## config.mk

```make
export PLATFORM = sky130hd
export DESIGN_NAME = stack_inst_frontend
export DESIGN_NICKNAME = d
export VERILOG_FILES = /design/src/rtl/stack_cpu_pkg.sv /design/src/rtl/stack_inst_decode.sv /design/src/rtl/stack_inst_frontend.sv
export SDC_FILE = /design/constraint.sdc
export NUM_CORES = 1
export LEC_CHECK = 0
export CAP_MARGIN = 0
export CORE_ASPECT_RATIO = 1.75
export CORE_MARGIN = 10
export CORE_UTILIZATION = 50
export DETAILED_ROUTE_END_ITERATION = 12
export GPL_TIMING_DRIVEN = 1
export PLACE_DENSITY = 0.84
export SLEW_MARGIN = 30
export SYNTH_ARGS = -nofsm -noshare
export SYNTH_HDL_FRONTEND = slang
export SYNTH_SLANG_ARGS = --single-unit
```

## constraint.sdc

```tcl
create_clock -name clk -period 3.1 [get_ports clk]
set_clock_uncertainty 0.15 [all_clocks]
set_input_delay 0.465 -clock clk [delete_from_list [all_inputs] [get_ports clk]]
set_output_delay 0.465 -clock clk [all_outputs]
set_load 0.05 [all_outputs]
```

## src/rtl/stack_cpu_pkg.sv

```systemverilog
// rtl/stack_cpu_pkg.sv - shared opcodes, FSM states and opcode classification for the stack CPU front end
package stack_cpu_pkg;

  localparam int CPU_BIT_WIDTH_DEFAULT = 32;

  localparam logic [7:0] OP_NOP  = 8'h00;
  localparam logic [7:0] OP_PUSH = 8'h01;
  localparam logic [7:0] OP_POP  = 8'h02;
  localparam logic [7:0] OP_ADD  = 8'h03;
  localparam logic [7:0] OP_SUB  = 8'h04;
  localparam logic [7:0] OP_DUP  = 8'h05;
  localparam logic [7:0] OP_JMP  = 8'h10;
  localparam logic [7:0] OP_JZ   = 8'h11;
  localparam logic [7:0] OP_HALT = 8'hFF;

  typedef enum logic [2:0] {
    ST_BOOT,
    ST_IDLE,
    ST_DECODE,
    ST_EXEC,
    ST_WAIT,
    ST_RETIRE,
    ST_HALTED
  } state_t;

  typedef enum logic [1:0] {
    CLS_LOCAL,
    CLS_DISPATCH,
    CLS_HALT,
    CLS_UNDEF
  } op_class_t;

  function automatic op_class_t classify_op(input logic [7:0] op);
    op_class_t cls;
    case (op)
      OP_NOP, OP_JMP:                                   cls = CLS_LOCAL;
      OP_PUSH, OP_POP, OP_ADD, OP_SUB, OP_DUP, OP_JZ:   cls = CLS_DISPATCH;
      OP_HALT:                                          cls = CLS_HALT;
      default:                                          cls = CLS_UNDEF;
    endcase
    return cls;
  endfunction

endpackage

```

## src/rtl/stack_inst_decode.sv

```systemverilog
// rtl/stack_inst_decode.sv - combinational opcode decoder: class plus branch/conditional flags
module stack_inst_decode
  import stack_cpu_pkg::*;
(
  input  logic [7:0] opcode,
  output op_class_t  op_class,
  output logic       is_branch,
  output logic       is_cond
);

  always_comb begin
    op_class  = classify_op(opcode);
    is_branch = (opcode == OP_JMP) || (opcode == OP_JZ);
    is_cond   = (opcode == OP_JZ);
  end

endmodule

```

## src/rtl/stack_inst_frontend.sv

```systemverilog
// rtl/stack_inst_frontend.sv - instruction accept/decode/dispatch/retire FSM with program counter
module stack_inst_frontend
  import stack_cpu_pkg::*;
#(
  parameter int CPU_BIT_WIDTH = CPU_BIT_WIDTH_DEFAULT
) (
  input  logic                     clk,
  input  logic                     rst_n,
  input  logic [31:0]              inst,
  input  logic                     inst_ready,
  output logic                     inst_complete,
  output logic [CPU_BIT_WIDTH-1:0] pc_next,
  output logic                     exec_start,
  output logic [7:0]               exec_op,
  output logic [CPU_BIT_WIDTH-1:0] exec_imm,
  input  logic                     exec_done,
  input  logic                     exec_zero,
  input  logic                     exec_fault,
  output logic                     halted,
  output logic                     illegal
);

  state_t                   state;
  state_t                   next_state;
  op_class_t                op_class;
  logic                     is_branch;
  logic                     is_cond;
  logic [CPU_BIT_WIDTH-1:0] pc;
  logic [CPU_BIT_WIDTH-1:0] pc_inc;
  logic [CPU_BIT_WIDTH-1:0] branch_target;
  logic [CPU_BIT_WIDTH-1:0] pc_target;

  stack_inst_decode u_decode (
    .opcode    (exec_op),
    .op_class  (op_class),
    .is_branch (is_branch),
    .is_cond   (is_cond)
  );

  always_ff @(posedge clk or negedge rst_n) begin
    if (!rst_n) begin
      state <= ST_BOOT;
    end else begin
      state <= next_state;
    end
  end

  always_comb begin
    next_state = state;
    case (state)
      ST_BOOT:   next_state = ST_RETIRE;
      ST_IDLE:   if (inst_ready) next_state = ST_DECODE;
      ST_DECODE: begin
        case (op_class)
          CLS_DISPATCH: next_state = ST_EXEC;
          CLS_HALT:     next_state = ST_HALTED;
          default:      next_state = ST_RETIRE;
        endcase
      end
      // A faulting op is never retired, whether done arrives in EXEC or later.
      ST_EXEC, ST_WAIT: begin
        if (exec_done) begin
          next_state = exec_fault ? ST_HALTED : ST_RETIRE;
        end else begin
          next_state = ST_WAIT;
        end
      end
      ST_RETIRE: next_state = ST_IDLE;
      ST_HALTED: next_state = ST_HALTED;
      default:   next_state = ST_BOOT;
    endcase
  end

  // Branch targets use the raw 24-bit immediate, zero-extended.
  always_comb begin
    pc_inc        = pc + CPU_BIT_WIDTH'(1);
    branch_target = CPU_BIT_WIDTH'(exec_imm[23:0]);
    pc_target     = pc_inc;
    if (state == ST_BOOT) begin
      pc_target = '0;
    end else if (is_branch && (!is_cond || exec_zero)) begin
      pc_target = branch_target;
    end
  end

  always_ff @(posedge clk or negedge rst_n) begin
    if (!rst_n) begin
      pc            <= '0;
      pc_next       <= '0;
      exec_op       <= '0;
      exec_imm      <= '0;
      inst_complete <= 1'b0;
      exec_start    <= 1'b0;
      halted        <= 1'b0;
      illegal       <= 1'b0;
    end else begin
      inst_complete <= (next_state == ST_RETIRE);
      exec_start    <= (next_state == ST_EXEC);
      halted        <= (next_state == ST_HALTED);
      if (state == ST_IDLE && inst_ready) begin
        exec_op  <= inst[31:24];
        exec_imm <= CPU_BIT_WIDTH'($signed(inst[23:0]));
      end
      if (state == ST_DECODE && op_class == CLS_UNDEF) begin
        illegal <= 1'b1;
      end
      if (next_state == ST_RETIRE) begin
        pc_next <= pc_target;
      end
      if (state == ST_RETIRE) begin
        pc <= pc_next;
      end
    end
  end

endmodule

```

* After elaboration in Yosys (flattened, before gate mapping)
Cells that the tools add are included.
** Cells by class
- Add/subtract/negate cells :: 1
- Muxes and demuxes :: 8
- Reduce and logical (&&, ||, !) cells :: 11
- Eq/ne operators :: 20
** Operators by type and width (count)
- $mux W32 :: 2
- $add A32 B1 Y32 const B :: 1
- $pmux W3 S6 :: 1
- $eq A8 B2 Y1 const B :: 2
- $eq A8 B3 Y1 const B :: 2
- $eq A8 B5 Y1 const B :: 2
- $eq A3 B3 Y1 const B :: 5
- $eq A3 B2 Y1 const B :: 3
- $eq A8 B1 Y1 const B :: 1
- $eq A8 B8 Y1 const B :: 1
- $logic_not A8 Y1 :: 1
- $pmux W2 S3 :: 1
- $pmux W3 S2 :: 1
- $reduce_or A6 Y1 :: 1
- $eq A2 B2 Y1 const B :: 2
- $mux W2 :: 2
- $reduce_or A2 Y1 :: 2
- $eq A3 B1 Y1 const B :: 1
- $logic_and A1 B1 Y1 :: 3
- $logic_not A3 Y1 :: 1
- $mux W3 :: 1
- $eq A2 B1 Y1 const B :: 1
- $logic_or A1 B1 Y1 :: 2
- $logic_not A1 Y1 :: 1
** Storage, ports and cells
- Output and inout bits :: 76
- Bits of input ports :: 38
- Bits in registers :: 103
- Logic and storage cells :: 49

* Longest topological paths before layout
- Depth in word-level cells :: 7
- Gate-level depth with buffers :: 11
- Mapped depth without buffers :: 10

* Cells and area by module
Synthesis repeated with hierarchy kept, for this count alone.
** Second synthesis, totals
- Cell total of the unflattened synthesis :: 451
- Area total of the unflattened synthesis :: 5002.3 sq um
** By module, submodules not included
- stack_inst_frontend :: seq. area each 2577.5 sq um, instances 1, cells each 441, area each 4926.0 sq um
- stack_inst_decode :: seq. area each 0.0 sq um, instances 1, cells each 10, area each 76.3 sq um

* Worst setup path after synthesis
No wires, ideal clock.
- Kind :: register -> register
- From :: register exec_op[3]
- To :: register pc_next[23]
- Required time :: 2832 ps
- Path buffers :: 1
- Cell stages (with the launch flop) :: 10
- Setup slack :: 352 ps
- Period minus slack after synthesis :: 2748 ps
- Library setup time :: 118 ps
- Data arrival time :: 2480 ps
- Cells stage by stage :: dfrtp_1 -> nor4_1 -> o21a_1 -> ha_1 -> nand2b_1 -> a21oi_1 -> o22ai_1 -> clkbuf_1 -> a311oi_1 -> a21o_1
** Between the ends
- Longest elaborated chain between the ends :: 7
- Elaborated cells between the ends (all ways) :: 23
- Classes of those cells :: 11 x eq/ne; 5 x mux; 7 x reduce/logical
** Ends and longest elaborated chain
- start: declaration :: line stack_inst_frontend.sv:14 : output logic [7:0] exec_op,
- start signal: assignment :: line stack_inst_frontend.sv:101 : exec_op <= inst[31:24];
- $eq A8 B5 Y1, or another cell as far along :: line stack_cpu_pkg.sv:35, stack_inst_decode.sv:13, stack_inst_decode.sv:14
- $reduce_or A6 Y1 or $reduce_or A2 Y1 (tied branches) :: line stack_cpu_pkg.sv:35 : case (op)
- $pmux W2 S3 :: line stack_cpu_pkg.sv:35
- $eq A2 B2 Y1 or $eq A2 B1 Y1 (tied branches) :: line stack_inst_frontend.sv:54 : case (op_class)
- $pmux W3 S2 :: line stack_inst_frontend.sv:54
- $pmux W3 S6 :: line stack_inst_frontend.sv:50 : case (state)
- $eq A3 B3 Y1 :: line stack_inst_frontend.sv:107 : if (next_state == ST_RETIRE) begin
- end signal: assignment :: line stack_inst_frontend.sv:108 : pc_next <= pc_target;
- end: declaration :: line stack_inst_frontend.sv:12 : output logic [CPU_BIT_WIDTH-1:0] pc_next,
Parallel ways exist; a longest one is shown, timed or not.
A chain may end at the register's enable or synchronous reset.

* Worst setup path in the final report
- From :: register exec_op[0]
- To :: register pc_next[12]
The elaborated chain is that of the path after synthesis.

==> results.md <==
- Run status: finished clean
- Critical path arrival: 2.84 ns
- Fin. max-slew vios: 0
- Placed inst area: 6180 sq um
- Nets: 585
- Drt first pass iters: 5
- DRC violations left: 0
- Core Region: 9790 sq um
- WS Path Type: reg2reg
- DRT iter0 DRCs: 236
- Distinct cells, synth: 41
- Synth Area per Inst: 11.3 sq um
- RSZ-0062 raised after global routing: no
- Worst slack, placed: 0.302 ns
- PortBufs: 113
- Seq pwr share: 32.5%
- DR WL/cell: 19.2 um
- Hold/Removal Path Class: in2async
- CP endpoint kind: flop
- Asr flop ratio synth: 100%
- Critical path origin: exec_op[0]
- Top-count cell post-synth: dfrtp_1
- Global-route wire length before repair: 20.4 mm
- Postcts setup bufs: 0
- Max-Slew Margin vs Limit: 52.2%
- Post-layout min period: 2.75 ns
- Fmax: 364 MHz
- Biggest area consumer among synthesized cells: dfrtp_1
- Mapped Area: 4940 sq um
- Number of enable flip-flop cells after synthesis: 0
- TritonCTS Buffers: 9
- # clock sinks: 103
- Clock Latency Late Sink: 0.36 ns
- Critical path peak fanout: 15
- Worst path required time: 3.19 ns
- Leak pwr: 2.85 nW
- Final ANT Viol Nets: 0
- Clk pwr share: 19.4%
- GPL Wtd Cong: 0.843
- Int Power: 0.00369 W
- Initial core utilization: 50.4%
- WHS: 0.0186 ns
- FP Rows: 48
- Share of layout cells above drive strength 1: 18.2%
- P_sw: 0.00299 W
- Top cell type's share of synthesized area: 52.2%
- Total track usage: 18.2%
- CP Launch Type: flop
- Vias in the first global route: 4019
- Fin. Hold Viols: 0
- Synth cell count leaders: 103 x dfrtp_1, 64 x mux2_2, 36 x nand2_1
- Final setup margin: 0.349 ns
- Setup Viol. Count Final: 0
- Final core occ: 66.7%
- DP Wirelength: 9.39 mm
- DIE HEIGHT: 151 um
- Via count: 3895
- IO Count: 114
- Vias/cell: 5.79
- Filler Cell Count: 735
- Die area: 14400 sq um
- Clock Tree Root: clkbuf_16
- Sequential cell area fraction in the yosys report: 52.2%
- Initial antenna violation count: 0
- Design area: 6530 sq um
- Power per cell area: 1020 nW/um^2
- Slew @ Worst Pin: 0.718 ns
- VDD IR-drop max: 0.000694 V
- Clock Path Buffers: 2
- Ys flop type: dfrtp_1
- Clock Pin Slew Worst Setup and Hold Paths: 0.06 ns
- TNS Setup: 0 ns
- Top post-synthesis cells by area: dfrtp_1 52%, mux2_2 15%, nand2_1 2.7%, o21ai_0 2.4%, xor2_1 2.0%
- Worst r2r src: exec_op[0]
- Die W: 95.1 um
- # diodes: 0
- Cells after Synth: 438
- Drt total wl: 12.9 mm
- Synth Register Bits: 103
- Mapped Nets: 480
- Post-CTS resize count: 0
- Total grt overflow: 0
- Area Growth Syn to Fin: 32.3%
- CTS Hold Buffers Added: 0
- MaxCap Viol Count: 0
- Synthesis Warnings: 0
- TritonCTS clock tree: built
- Final cycle utilization of the critical path: 88.7%
- H-Tree Depth: 3
- Largest net degree at the start of global routing: 56
- Logic pwr share: 48.1%
- Switching Share: 44.7%
[cell usage in the layout, fill, tap and decap left out, types with 4 or more instances in the layout]
cell,count
a21o_1,8
clkbuf_16,9
mux2i_1,8
ha_1,4
nor4_1,5
nand3_1,15
xnor2_1,9
o31ai_1,8
o21ai_0,24
nand2_1,36
or4_1,6
dfrtp_1,103
nor3b_1,4
xor2_1,11
mux2_2,64
nor3_1,4
nor2_1,25
a311oi_1,9
buf_4,9
clkdlybuf4s50_1,112
and4_1,4
inv_1,9
a21oi_1,9
nand4_1,14
nand2b_1,8
[state kept, by name, indices dropped and copies added, names as in the netlist]
signal	count
pc	32
pc_next	32
exec_start	1
state	3
illegal	1
exec_imm	24
exec_op	8
halted	1
inst_complete	1
[final timing paths]
path / cells after the start / end / slack [ns]
setup reg to reg: 11 / pc_next[12] / 0.35
setup / recovery: 11 / pc_next[12] / 0.35
hold reg to reg: 1 / illegal / 0.34
max in group asynchronous: 2 / exec_op[2] / 2.08
hold / removal: 1 / pc[31] / 0.02
min in group clk: 1 / illegal / 0.34
[cell families after synthesis]
logic type,synth area share (%)
fa+ha+maj,1.01
simple gates,14.4
xor+xnor,3.55
flops,52.2
mux,16.2
buf+inv,3.57
compound gates,9.02
[cell type report]
class	instances	area, sq um	area share (%)
clock buffers	10	239	3.66
clock inverters	6	108	1.65
inverters	9	33.8	0.517
multi-input cells	298	2210	33.8
flip-flops and latches	103	2580	39.5
well taps	125	156	2.40
repair buffers	122	1210	18.5
[power by group through the flow]
stage	Combinational (W)	Sequential (W)	Clock, W
2_1_floorplan	0.00122	0.00306	0
3_5_place_dp	0.00323	0.00218	0
5_1_grt	0.00337	0.00223	0.00137
4_1_cts	0.00325	0.00216	0.00131
6_report	0.00321	0.00217	0.00130
3_3_place_gp	0.00318	0.00214	0
[per-stage QoR]
stage / cells / power (W)
finish: 673 / 0.00668
detailed placement: 657 / 0.00541
global route: 673 / 0.00697
CTS: 673 / 0.00672
floorplan: 438 / 0.00429
global placement: 657 / 0.00532
[critical path, stage by stage (launching register included)]
cell and delay [ns]:
dfrtp_1 0.43, nor2_1 0.15, a211oi_1 0.07, o21a_1 0.23, inv_1 0.08, ha_1 0.14
o21ai_0 0.09, and3_1 0.23, o22ai_2 0.45, buf_4 0.30, nor2_1 0.07, a32o_1 0.25
[per-layer routing]
metal	up-vias	global-route usage, %	wire (um)
met5	-	0	0
met4	0	10.5	584
met1	1934	18.9	4500
li1	1789	-	-
met3	39	4.14	797
met2	133	32.5	7070
No activity file was read; power rests on OpenSTA's default activity.
